## config.mk

```make
export PLATFORM = sky130hd
export DESIGN_NAME = x7seg_scan_flat
export DESIGN_NICKNAME = d
export VERILOG_FILES = /design/src/rtl/x7seg_scan_if.sv /design/src/rtl/x7seg_scan.sv /design/src/flat_wrapper.sv
export SDC_FILE = /design/constraint.sdc
export NUM_CORES = 1
export LEC_CHECK = 0
export ABC_AREA = 1
export ABC_CLOCK_PERIOD_IN_PS = 2100
export BUFFER_PORTS_ARGS = -buffer_cell sky130_fd_sc_hd__clkbuf_2
export CAP_MARGIN = 20
export CORE_ASPECT_RATIO = 2
export CORE_MARGIN = 2
export CORE_UTILIZATION = 60
export CTS_BUF_LIST = sky130_fd_sc_hd__clkbuf_16
export DETAILED_ROUTE_END_ITERATION = 6
export GPL_ROUTABILITY_DRIVEN = 0
export PLACE_DENSITY_LB_ADDON = 0.25
export SETUP_SLACK_MARGIN = 0.5
export SLEW_MARGIN = 25
export SYNTH_ARGS = -nofsm -noshare
export SYNTH_HDL_FRONTEND = slang
export SYNTH_SLANG_ARGS = --single-unit
```

## constraint.sdc

```tcl
create_clock -name clk -period 2.1 [get_ports clk]
set_input_delay 0.105 -clock clk [delete_from_list [all_inputs] [get_ports clk]]
set_output_delay 0.105 -clock clk [all_outputs]
set_load 0.01 [all_outputs]
```

## src/rtl/x7seg_scan_if.sv

```systemverilog
// ============================================================================
// x7seg_scan_if : valid/ready value handshake into the x7seg scan driver
// Revision 1.0
// ============================================================================
`default_nettype none

interface x7seg_scan_if;
  logic        valid;
  logic        ready;
  logic [15:0] bin;
  logic        hex_mode;

  modport master (
    output valid,
    output bin,
    output hex_mode,
    input  ready
  );

  modport slave (
    input  valid,
    input  bin,
    input  hex_mode,
    output ready
  );
endinterface

`default_nettype wire

```

## src/rtl/x7seg_scan.sv

```systemverilog
// ============================================================================
// x7seg_scan : binary/BCD value capture and 4-digit multiplexed scan for x7seg
// Revision 1.0
// ============================================================================
`default_nettype none

module x7seg_scan #(
  parameter int SCAN_DIV = 100000,
  parameter bit BLANK_LZ = 1'b1
) (
  input  wire logic       clk,
  input  wire logic       rst_n,
  x7seg_scan_if.slave     bus,
  output logic [3:0]      x,
  output logic [3:0]      an,
  output logic            ovf
);

  localparam int                DIV_W      = (SCAN_DIV > 2) ? $clog2(SCAN_DIV) : 1;
  localparam logic [DIV_W-1:0]  DIV_LAST   = DIV_W'(SCAN_DIV - 1);
  localparam logic [3:0]        CONV_STEPS = 4'd14;
  localparam logic [15:0]       DEC_MAX    = 16'd9999;
  localparam logic [15:0]       DEC_SAT    = 16'h9999;

  localparam logic [0:0] ST_IDLE = 1'b0;
  localparam logic [0:0] ST_CONV = 1'b1;

  logic [0:0]       state_q, state_d;
  logic [15:0]      disp_q, disp_d;
  logic             ovf_q, ovf_d;
  logic [13:0]      shift_q, shift_d;
  logic [15:0]      bcd_q, bcd_d;
  logic [3:0]       cnt_q, cnt_d;
  logic [DIV_W-1:0] div_cnt_q, div_cnt_d;
  logic [1:0]       idx_q, idx_d;
  logic [3:0]       x_q, x_d;
  logic [3:0]       an_q, an_d;

  logic [15:0] bcd_adj;
  logic [15:0] bcd_sh;
  logic [13:0] shift_sh;
  logic [3:0]  blank;

  assign bus.ready = (state_q == ST_IDLE);
  assign x         = x_q;
  assign an        = an_q;
  assign ovf       = ovf_q;

  // One double-dabble step: add-3 correction then shift {bcd, shift} left.
  always_comb begin
    bcd_adj = bcd_q;
    for (int i = 0; i < 4; i++) begin
      if (bcd_q[4*i +: 4] >= 4'd5) begin
        bcd_adj[4*i +: 4] = bcd_q[4*i +: 4] + 4'd3;
      end
    end
    bcd_sh   = {bcd_adj[14:0], shift_q[13]};
    shift_sh = {shift_q[12:0], 1'b0};
  end

  always_comb begin
    state_d = state_q;
    disp_d  = disp_q;
    ovf_d   = ovf_q;
    shift_d = shift_q;
    bcd_d   = bcd_q;
    cnt_d   = cnt_q;
    case (state_q)
      ST_IDLE: begin
        if (bus.valid) begin
          if (bus.hex_mode) begin
            disp_d = bus.bin;
            ovf_d  = 1'b0;
          end else if (bus.bin > DEC_MAX) begin
            disp_d = DEC_SAT;
            ovf_d  = 1'b1;
          end else begin
            shift_d = bus.bin[13:0];
            bcd_d   = 16'h0000;
            cnt_d   = CONV_STEPS;
            state_d = ST_CONV;
          end
        end
      end
      ST_CONV: begin
        bcd_d   = bcd_sh;
        shift_d = shift_sh;
        cnt_d   = cnt_q - 4'd1;
        if (cnt_q == 4'd1) begin
          disp_d  = bcd_sh;
          ovf_d   = 1'b0;
          state_d = ST_IDLE;
        end
      end
      default: state_d = ST_IDLE;
    endcase
  end

  // Leading-zero blanking: a digit blanks only if it and all higher digits are 0.
  always_comb begin
    blank    = 4'b0000;
    blank[3] = BLANK_LZ && (disp_q[15:12] == 4'h0);
    blank[2] = blank[3] && (disp_q[11:8] == 4'h0);
    blank[1] = blank[2] && (disp_q[7:4] == 4'h0);
  end

  always_comb begin
    div_cnt_d = div_cnt_q + 1'b1;
    idx_d     = idx_q;
    if (div_cnt_q == DIV_LAST) begin
      div_cnt_d = '0;
      idx_d     = idx_q + 2'd1;
    end
    x_d  = disp_q[{idx_q, 2'b00} +: 4];
    an_d = blank[idx_q] ? 4'b1111 : ~(4'b0001 << idx_q);
  end

  always_ff @(posedge clk) begin
    if (!rst_n) begin
      state_q   <= ST_IDLE;
      disp_q    <= 16'h0000;
      ovf_q     <= 1'b0;
      shift_q   <= 14'h0000;
      bcd_q     <= 16'h0000;
      cnt_q     <= 4'd0;
      div_cnt_q <= '0;
      idx_q     <= 2'd0;
      x_q       <= 4'h0;
      an_q      <= 4'b1110;
    end else begin
      state_q   <= state_d;
      disp_q    <= disp_d;
      ovf_q     <= ovf_d;
      shift_q   <= shift_d;
      bcd_q     <= bcd_d;
      cnt_q     <= cnt_d;
      div_cnt_q <= div_cnt_d;
      idx_q     <= idx_d;
      x_q       <= x_d;
      an_q      <= an_d;
    end
  end

endmodule

`default_nettype wire
```

## src/flat_wrapper.sv

```systemverilog
// flat-port wrapper written by rule: the top's interface ports become plain ports
module x7seg_scan_flat 
#(
  parameter int SCAN_DIV = 100000,
  parameter bit BLANK_LZ = 1'b1
)
  (clk, rst_n, x, an, ovf, bus_valid, bus_bin, bus_hex_mode, bus_ready);
  x7seg_scan_if bus_i ();
  input  wire logic clk;
  input  wire logic rst_n;
  output logic [3:0] x;
  output logic [3:0] an;
  output logic ovf;
  input wire logic [$bits(bus_i.valid)-1:0] bus_valid;
  input wire logic [$bits(bus_i.bin)-1:0] bus_bin;
  input wire logic [$bits(bus_i.hex_mode)-1:0] bus_hex_mode;
  output wire logic [$bits(bus_i.ready)-1:0] bus_ready;
  assign bus_i.valid = bus_valid;
  assign bus_i.bin = bus_bin;
  assign bus_i.hex_mode = bus_hex_mode;
  assign bus_ready = bus_i.ready;
  x7seg_scan #(.SCAN_DIV(SCAN_DIV), .BLANK_LZ(BLANK_LZ)) u_core (.clk(clk), .rst_n(rst_n), .bus(bus_i), .x(x), .an(an), .ovf(ovf));
endmodule
```

==> flow_metrics.py, run 1 <==
metrics = {
    "run_status": {
        "status": "completed",
    },
    "synthesis": {
        "synthArstFlopShare_pct": 0,
        "synthAdderAreaFrac_pct": 4.54,
        "synth_edf_count": 0,
        "synth-simple-area-share_pct": 31.9,
        "netlist_instances": 609,
        "syn_nets": 644,
        "synth_top_area_share_pct": 38.2,
        "synthXorXnorAreaFrac_pct": 2.54,
        "synth_mux_area_share_pct": 0,
        "synth.avg_cell_area_sq_um": 6.79,
        "synth_area_sq_um": 4140,
        "yosys.area.top_type": "dfxtp_1",
        "synth_top_family_by_area": "simple AND/OR/NAND/NOR gates",
        "yosys_warnings": 0,
        "yosysUniqueCellTypes": 31,
        "synth_compound_area_share_pct": 12.1,
        "ys_seq_area_share_pct": 38.2,
        "ys_top_cells_by_area": "dfxtp_1 (38%), nand2_1 (15%), a21oi_1 (7.4%), inv_1 (6.6%), nor2_1 (6.6%)",
        "ys_ff_latch": 79,
        "ys.flop_type": "dfxtp_1",
    },
    "clock_network": {
        "clk_pin_slew_worst_paths_ps": 60,
        "cts_tree": "done",
        "insertion_delay_ps": 350,
        "cts_max_path_buffers": 2,
        "cts_sinks": 79,
        "cts-htree-levels": 3,
        "root_buffer": "clkbuf_16",
        "cts.hold.buffers_added": 0,
        "cts_buffers": 9,
    },
    "floorplan": {
        "start_util_pct": 62.5,
        "fp.dieW_um": 62.7,
        "dieArea_sq_um": 7610,
        "die_h_um": 121,
        "core_sq_um": 6620,
        "std_cell_rows": 42,
        "io_pins": 30,
    },
    "critical_path": {
        "r2r_slack_ps": 580,
        "cpPeakStageDelay_ps": 340,
        "slowest_stage": "dfxtp_1",
        "endpoint_kind": "flip-flop",
        "rr_endpoint": "u_core.div_cnt_q[14]",
        "arrival_ps": 1750,
        "crit_fanout": 8,
        "cp_cell_sequence": "ha_1 -> nand2_1 -> nor2_4 -> inv_1 -> nor2_2 -> nand3_4 -> nand2_4 -> nor2_1",
        "worst-r2r-cell-count": 8,
        "worstSetupStartpointType": "flip-flop",
        "critPathKind": "flip-flop to flip-flop",
        "r2r_start": "u_core.div_cnt_q[1]",
        "cp.required_ps": 2340,
    },
    "timing": {
        "worst_pin_slew_ps": 463,
        "layout_worst_path_cycle_share_pct": 72.2,
        "finalSetupViolCount": 0,
        "relSlewSlack_pct": 69.1,
        "rsz0062_at_grt": "false",
        "slew_viol_final": 0,
        "max_freq_mhz": 660,
        "finalHoldViolCount": 0,
        "skew_ps": 3.81,
        "period_needed_ps": 1520,
        "tns_ps": 0,
    },
    "pwr": {
        "finalPower_mw": 3.30,
        "ir_drop_mv": 0.556,
        "p_per_area_nw_per_um2": 702,
        "p_leak_nw": 2.01,
    },
    "min_path": {
        "whs_endpoint": "u_core.shift_q[0]",
        "hp-start": "bus_bin[0]",
        "hold_depth": 5,
        "worstHoldPathType": "input port to flip-flop",
    },
    "route": {
        "via_per_inst": 5.48,
        "routed_wl_um": 10400,
        "ant_nets": 0,
        "drc": 0,
        "wire_per_inst_um": 14.2,
        "vias": 4009,
        "drt-initial-drc-count": 237,
        "first_pass_iters": 5,
    },
    "place": {
        "place_area_sq_um": 4290,
        "io_buffers": 29,
        "dpl.hpwl_um": 7280,
    },
    "global_routing": {
        "grt_pass1_wl_um": 16300,
        "antenna_found_initial": 0,
        "grt_pass1_vias": 3703,
        "grt-ovfl-total": 0,
        "grt_start_max_net_pins": 40,
        "grt_usage_pct": 27.7,
    },
    "cells_and_area": {
        "drive_gt1_share_pct": 14.3,
        "layout_common_cells": "nand2_1 (169), dfxtp_1 (74), inv_1 (73), nor2_1 (62), a21oi_1 (60)",
        "fin_nets": 674,
        "final_common_cell": "nand2_1",
        "insertedDiodeCount": 0,
        "final_area_sq_um": 4700,
        "area_delta_synth_final_pct": 13.6,
    },
    "job": {
        "cap_viol_max_count": 0,
    },
}
-- synthesized netlist by cell type, types with 3 or more instances --
master / n
nor2_1: 73
nand2_1: 170
nand4_1: 10
o21ai_0: 30
buf_2: 5
xor2_1: 10
nand3_4: 3
a21oi_1: 61
clkbuf_1: 9
inv_1: 73
nand3_1: 40
nor3_1: 4
dfxtp_1: 79
buf_6: 5
ha_1: 15
-- power breakdown --
part | internal (mW) | switching, mW | leakage, nW
clock | 0.786 | 0.619 | 0.122
sequential | 1.55 | 0.0297 | 0.645
combinational | 0.102 | 0.208 | 1.25
-- sequential cells by signal (all words and copies together) (netlist names) --
register and flops:
u_core.bcd_q 16, u_core.x 4, u_core.div_cnt_q 17, u_core.ovf 1, u_core.an 4, u_core.shift_q 14, u_core.state_q 1, u_core.idx_q 2
u_core.disp_q 16, u_core.cnt_q 4
-- metrics by stage --
stage	hold slack [ps]	std cells	setup WS, ps	utilization, %
finish	113	732	584	71.0
global route	154	732	437	71.0
CTS	108	728	520	69.3
detailed placement	441	710	390	64.7
global placement	428	710	447	64.7
floorplan	314	609	631	-
-- cell type report --
type | count | area [sq um]
timing repair buffer | 39 | 224
fill | 573 | 1920
sequential | 79 | 1590
inverter | 75 | 284
tap | 88 | 110
clock buffer | 9 | 225
clock inverter | 7 | 40.0
multi-input combinational | 435 | 2230
-- layer usage --
| layer | GRT usage, % | share of wire, % | up-vias |
|---|---|---|---|
| met1 | 25.7 | 35 | 1856 |
| met2 | 52.9 | 56 | 119 |
| met3 | 4.36 | 3.2 | 42 |
| met5 | 0 | 0 | - |
| met4 | 20.3 | 5.4 | 0 |
| li1 | - | - | 1992 |
-- cells by family (layout without fill, tap and decap cells) --
group / Yosys count / after routing
buf+inv: 98 / 130
compound gates: 95 / 95
flops: 79 / 79
xor+xnor: 12 / 12
simple gates: 310 / 313
fa+ha+maj: 15 / 15
-- timing repair --
item	in CTS	in global routing
endpoints found under the setup margin	23	34
cloned	1	2
buffers inserted	1	2
gates resized for setup	7	25
pin swaps	2	9
-- worst max-delay path by stage --
stage	startpoint	to	slack, ps	cells after the start
2_1_floorplan	u_core.div_cnt_q[0]	u_core.div_cnt_q[14]	630	9
3_3_place_gp	u_core.div_cnt_q[0]	u_core.div_cnt_q[9]	450	8
3_5_place_dp	u_core.div_cnt_q[0]	u_core.div_cnt_q[14]	390	8
4_1_cts	u_core.div_cnt_q[0]	u_core.div_cnt_q[4]	520	8
5_1_grt	u_core.div_cnt_q[4]	u_core.div_cnt_q[13]	440	7
6_report	u_core.div_cnt_q[1]	u_core.div_cnt_q[14]	580	8
-- worst max-delay path, delay by kind of cell (launching register included) --
kind	cells	cell delay (ps)
DFF	1	340
and+or+nand+nor	6	810
buffers and inverters	1	90
adders and majority gates	1	170
No activity file was read; power rests on OpenSTA's default activity.
==> inputs of run 2 (changes only) <==
ABC_CLOCK_PERIOD_IN_PS = 1510   (was 2100)
clock period = 1.51 ns   (was 2.1 ns; I/O delays follow)
==> run 2 against run 1 <==
  * The flow now stops in 5_1_grt
  * Synthesized cell count is the same
  * Synthesized area unchanged
==> flow_metrics.py, run 2 <==
metrics = {
    "synthesis": {
        "syn_nets": 644,
        "synth_top_area_share_pct": 38.2,
        "yosysUniqueCellTypes": 31,
        "synth_area_sq_um": 4140,
        "netlist_instances": 609,
        "synth_edf_count": 0,
        "synthMostInstantiatedCell": "nand2_1",
        "yosys_warnings": 0,
        "ys_seq_area_share_pct": 38.2,
        "synthArstFlopShare_pct": 0,
        "synthTopCellsByCount": "nand2_1 (170), dfxtp_1 (79), inv_1 (73), nor2_1 (73), a21oi_1 (61)",
        "ys.flop_type": "dfxtp_1",
        "yosys.area.top_type": "dfxtp_1",
        "ys_ff_latch": 79,
        "synth.avg_cell_area_sq_um": 6.79,
        "ys_top_cells_by_area": "dfxtp_1 (38%), nand2_1 (15%), a21oi_1 (7.4%), inv_1 (6.6%), nor2_1 (6.6%)",
    },
    "run_status": {
        "error": "[ERROR GRT-0232] Routing congestion too high. Check the congestion heatmap in the GUI.",
        "status": "did not finish",
        "stop_stage": "5_1_grt",
    },
    "floorplan": {
        "io_pins": 30,
        "fp.dieW_um": 62.7,
        "std_cell_rows": 42,
        "start_util_pct": 62.5,
        "die_h_um": 121,
    },
    "timing": {
        "crit_endpoint": "u_core.div_cnt_q[14]$_SDFF_PP0_/D",
        "worstEndpointType": "register data pin",
    },
    "place": {
        "io_buffers": 29,
        "dpl.hpwl_um": 7830,
        "place_area_sq_um": 4640,
    },
    "clock_network": {
        "cts_max_path_buffers": 2,
        "cts_sinks": 79,
        "cts.hold.buffers_added": 0,
        "root_buffer": "clkbuf_16",
        "cts_buffers": 9,
        "cts-htree-levels": 3,
    },
    "global_routing": {
        "grt_usage_pct": 84.7,
        "grt-ovfl-total": 415,
        "grt_start_max_net_pins": 29,
    },
}
==> run 2: cell counts after synthesis <==
Identical to the previous run, type by type.
==> run 2: metrics by stage <==
step,cells,setup slack (ps)
floorplan,609,125
global placement,725,89.1
detailed placement,725,39.4
CTS,775,113
==> run 2: cells by family after synthesis <==
group                      count (synthesis)  share of synthesized area (%)
and+or+nand+nor                          310                           31.9
buffers and inverters                     98                           10.7
AOI/OAI and AO/OA                         95                           12.1
DFF                                       79                           38.2
adders and majority gates                 15                           4.54
xor gates and xnor gates                  12                           2.54
==> run 2: what timing repair did <==
action,CTS
resized for setup,122
cloned,11
setup endpoints to repair,79
endpoints found under the hold margin,0
buffers inserted,23
pin swaps,36
==> run 2: routing by layer <==
layer	GRT usage [%]	GRT overflow
met1	74.9	7
met2	116	293
met3	53.4	7
met4	105	108
met5	0	0
==> inputs of run 3 (changes only) <==
CORE_ASPECT_RATIO = not set   (was 2)
CORE_UTILIZATION = 40   (was 60)
CTS_BUF_LIST = not set   (was sky130_fd_sc_hd__clkbuf_16)
PLACE_DENSITY_LB_ADDON = 0.15   (was 0.25)
SETUP_SLACK_MARGIN = not set   (was 0.5)
==> run 3 against run 2 <==
  * The run now ends clean
==> flow_metrics.py, run 3 (same netlist as run 1, synthesis figures left out) <==
metrics = {
    "pwr": {
        "ir_drop_mv": 0.368,
        "finalPower_mw": 4.31,
        "p_leak_nw": 2.13,
        "p_per_area_nw_per_um2": 856,
    },
    "min_path": {
        "hold_depth": 5,
        "whs_endpoint": "u_core.shift_q[0]",
        "worstHoldPathType": "input port to flip-flop",
        "hp-start": "bus_bin[0]",
    },
    "cells_and_area": {
        "final_common_cell": "nand2_1",
        "fin_nets": 694,
        "layout_common_cells": "nand2_1 (166), inv_1 (67), dfxtp_1 (67), a21oi_1 (57), nor2_1 (53)",
        "insertedDiodeCount": 0,
        "final_cells": 800,
        "largest_reg_flops": 17,
        "area_delta_synth_final_pct": 21.9,
        "top_register": "u_core.div_cnt_q",
        "final_area_sq_um": 5040,
        "largestRegisters": "u_core.div_cnt_q (17), u_core.bcd_q (16), u_core.disp_q (16)",
        "fillCellCount": 1033,
        "drive_gt1_share_pct": 22.3,
    },
    "floorplan": {
        "dieArea_sq_um": 11200,
        "std_cell_rows": 37,
        "fp.dieW_um": 106,
        "die_h_um": 106,
        "start_util_pct": 40.6,
        "core_sq_um": 10200,
        "io_pins": 30,
    },
    "timing": {
        "layout_worst_path_cycle_share_pct": 99.9,
        "period_needed_ps": 1510,
        "slew_viol_final": 0,
        "rsz0062_at_grt": "true",
        "worst_pin_slew_ps": 302,
        "setup_slack_ps": 1.56,
        "skew_ps": 13.5,
        "relSlewSlack_pct": 79.9,
        "finalHoldViolCount": 0,
        "hold_ws_ps": 57.5,
        "finalSetupViolCount": 0,
        "max_freq_mhz": 663,
    },
    "place": {
        "dpl_worst_slack_ps": -86.2,
        "dpl.hpwl_um": 7340,
        "io_buffers": 29,
        "place_area_sq_um": 4510,
        "placed_cells": 776,
    },
    "critical_path": {
        "worst-r2r-cell-count": 9,
        "arrival_ps": 1810,
        "crit_fanout": 14,
        "r2r_slack_ps": 2,
        "endpoint_kind": "flip-flop",
        "rr_endpoint": "u_core.disp_q[12]",
        "r2r_start": "u_core.cnt_q[1]",
        "cp_cell_sequence": "inv_2 -> ha_4 -> inv_2 -> o31ai_4 -> nand3_4 -> clkbuf_16 -> nand2_1 -> nand2_1 -> nor2_1",
        "worstSetupStartpointType": "flip-flop",
        "cpPeakStageDelay_ps": 330,
        "cp.required_ps": 1810,
        "critPathKind": "flip-flop to flip-flop",
        "slowest_stage": "dfxtp_2",
    },
    "global_routing": {
        "grt_pass1_wl_um": 16800,
        "antenna_found_initial": 0,
        "grt-ovfl-total": 0,
        "grt_start_max_net_pins": 29,
        "grt_pass1_vias": 3589,
        "grt_usage_pct": 19.0,
    },
    "route": {
        "vias": 3906,
        "drt-initial-drc-count": 216,
        "routed_wl_um": 10500,
        "ant_nets": 0,
        "wire_per_inst_um": 13.1,
        "via_per_inst": 4.88,
        "first_pass_iters": 4,
        "drc": 0,
    },
    "clock_network": {
        "cts-htree-levels": 3,
        "cts_tree": "done",
        "cts_buffers": 9,
        "clk_pin_slew_worst_paths_ps": 90,
        "cts_max_path_buffers": 2,
        "cts.hold.buffers_added": 0,
        "root_buffer": "clkbuf_8",
        "cts_sinks": 79,
        "insertion_delay_ps": 370,
    },
    "job": {
        "cap_viol_max_count": 0,
    },
    "run_status": {
        "status": "completed",
    },
}
run 3: worst max-delay path, delay by kind of cell, from the launching register on:
| family | cells | cell delay [ps] |
|---|---|---|
| and+or+nand+nor | 4 | 420 |
| adders and majority gates | 1 | 120 |
| DFF | 1 | 330 |
| AOI/OAI and AO/OA | 1 | 270 |
| buffers and inverters | 3 | 310 |
run 3: how the worst max path moves through the flow:
stage,startpoint,depth (start not counted),slack (ps),endpoint
CTS,u_core.bcd_q[12],10,4,u_core.disp_q[14]
global placement,u_core.div_cnt_q[0],8,-30,u_core.div_cnt_q[16]
detailed placement,u_core.div_cnt_q[0],9,-90,u_core.div_cnt_q[5]
finish,u_core.cnt_q[1],9,2,u_core.disp_q[12]
floorplan,u_core.div_cnt_q[0],9,40,u_core.div_cnt_q[14]
global route,u_core.cnt_q[1],9,-70,u_core.disp_q[12]
run 3: per-layer routing:
metal  routed length [um]  vias up  track usage, %
met2                 4730       59            30.1
met4                  324        0            10.5
met1                 5120     1797            25.0
li1                     -     2028               -
met5                    0        -               0
met3                  290       22            2.41
run 3: metrics by stage:
| step | util, % | TNS [ps] |
|---|---|---|
| after global placement | 44.3 | -189 |
| after detailed placement | 44.3 | -1460 |
| final | 49.5 | 0 |
| after global routing | 49.5 | -917 |
| after CTS | 46.3 | 0 |
| after floorplan | - | 0 |
run 3: final cells by class:
cell class                      count  area, sq um  share of cell area [%]
Sequential cell                    79         1600                    31.7
Multi-Input combinational cell    432         2300                    45.7
Timing Repair Buffer               62          492                    9.75
Clock buffer                       10          128                    2.53
Tap cell                          136          170                    3.38
Inverter                           75          284                    5.63
Clock inverter                      6         68.8                    1.37
run 3: power breakdown:
part / switching (mW) / total [mW] / internal, mW
sequential: 0.0412 / 2.20 / 2.16
combinational: 0.306 / 0.505 / 0.199
clock: 0.836 / 1.61 / 0.776
total: 1.18 / 4.31 / 3.13
run 3: repair_timing:
action                     in CTS  in global routing
setup endpoints to repair      19                 37
resized for setup               2                 66
pin swaps                       0                 16
buffers inserted                0                  4
hold endpoints to repair        0                  0
cloned                          0                  4
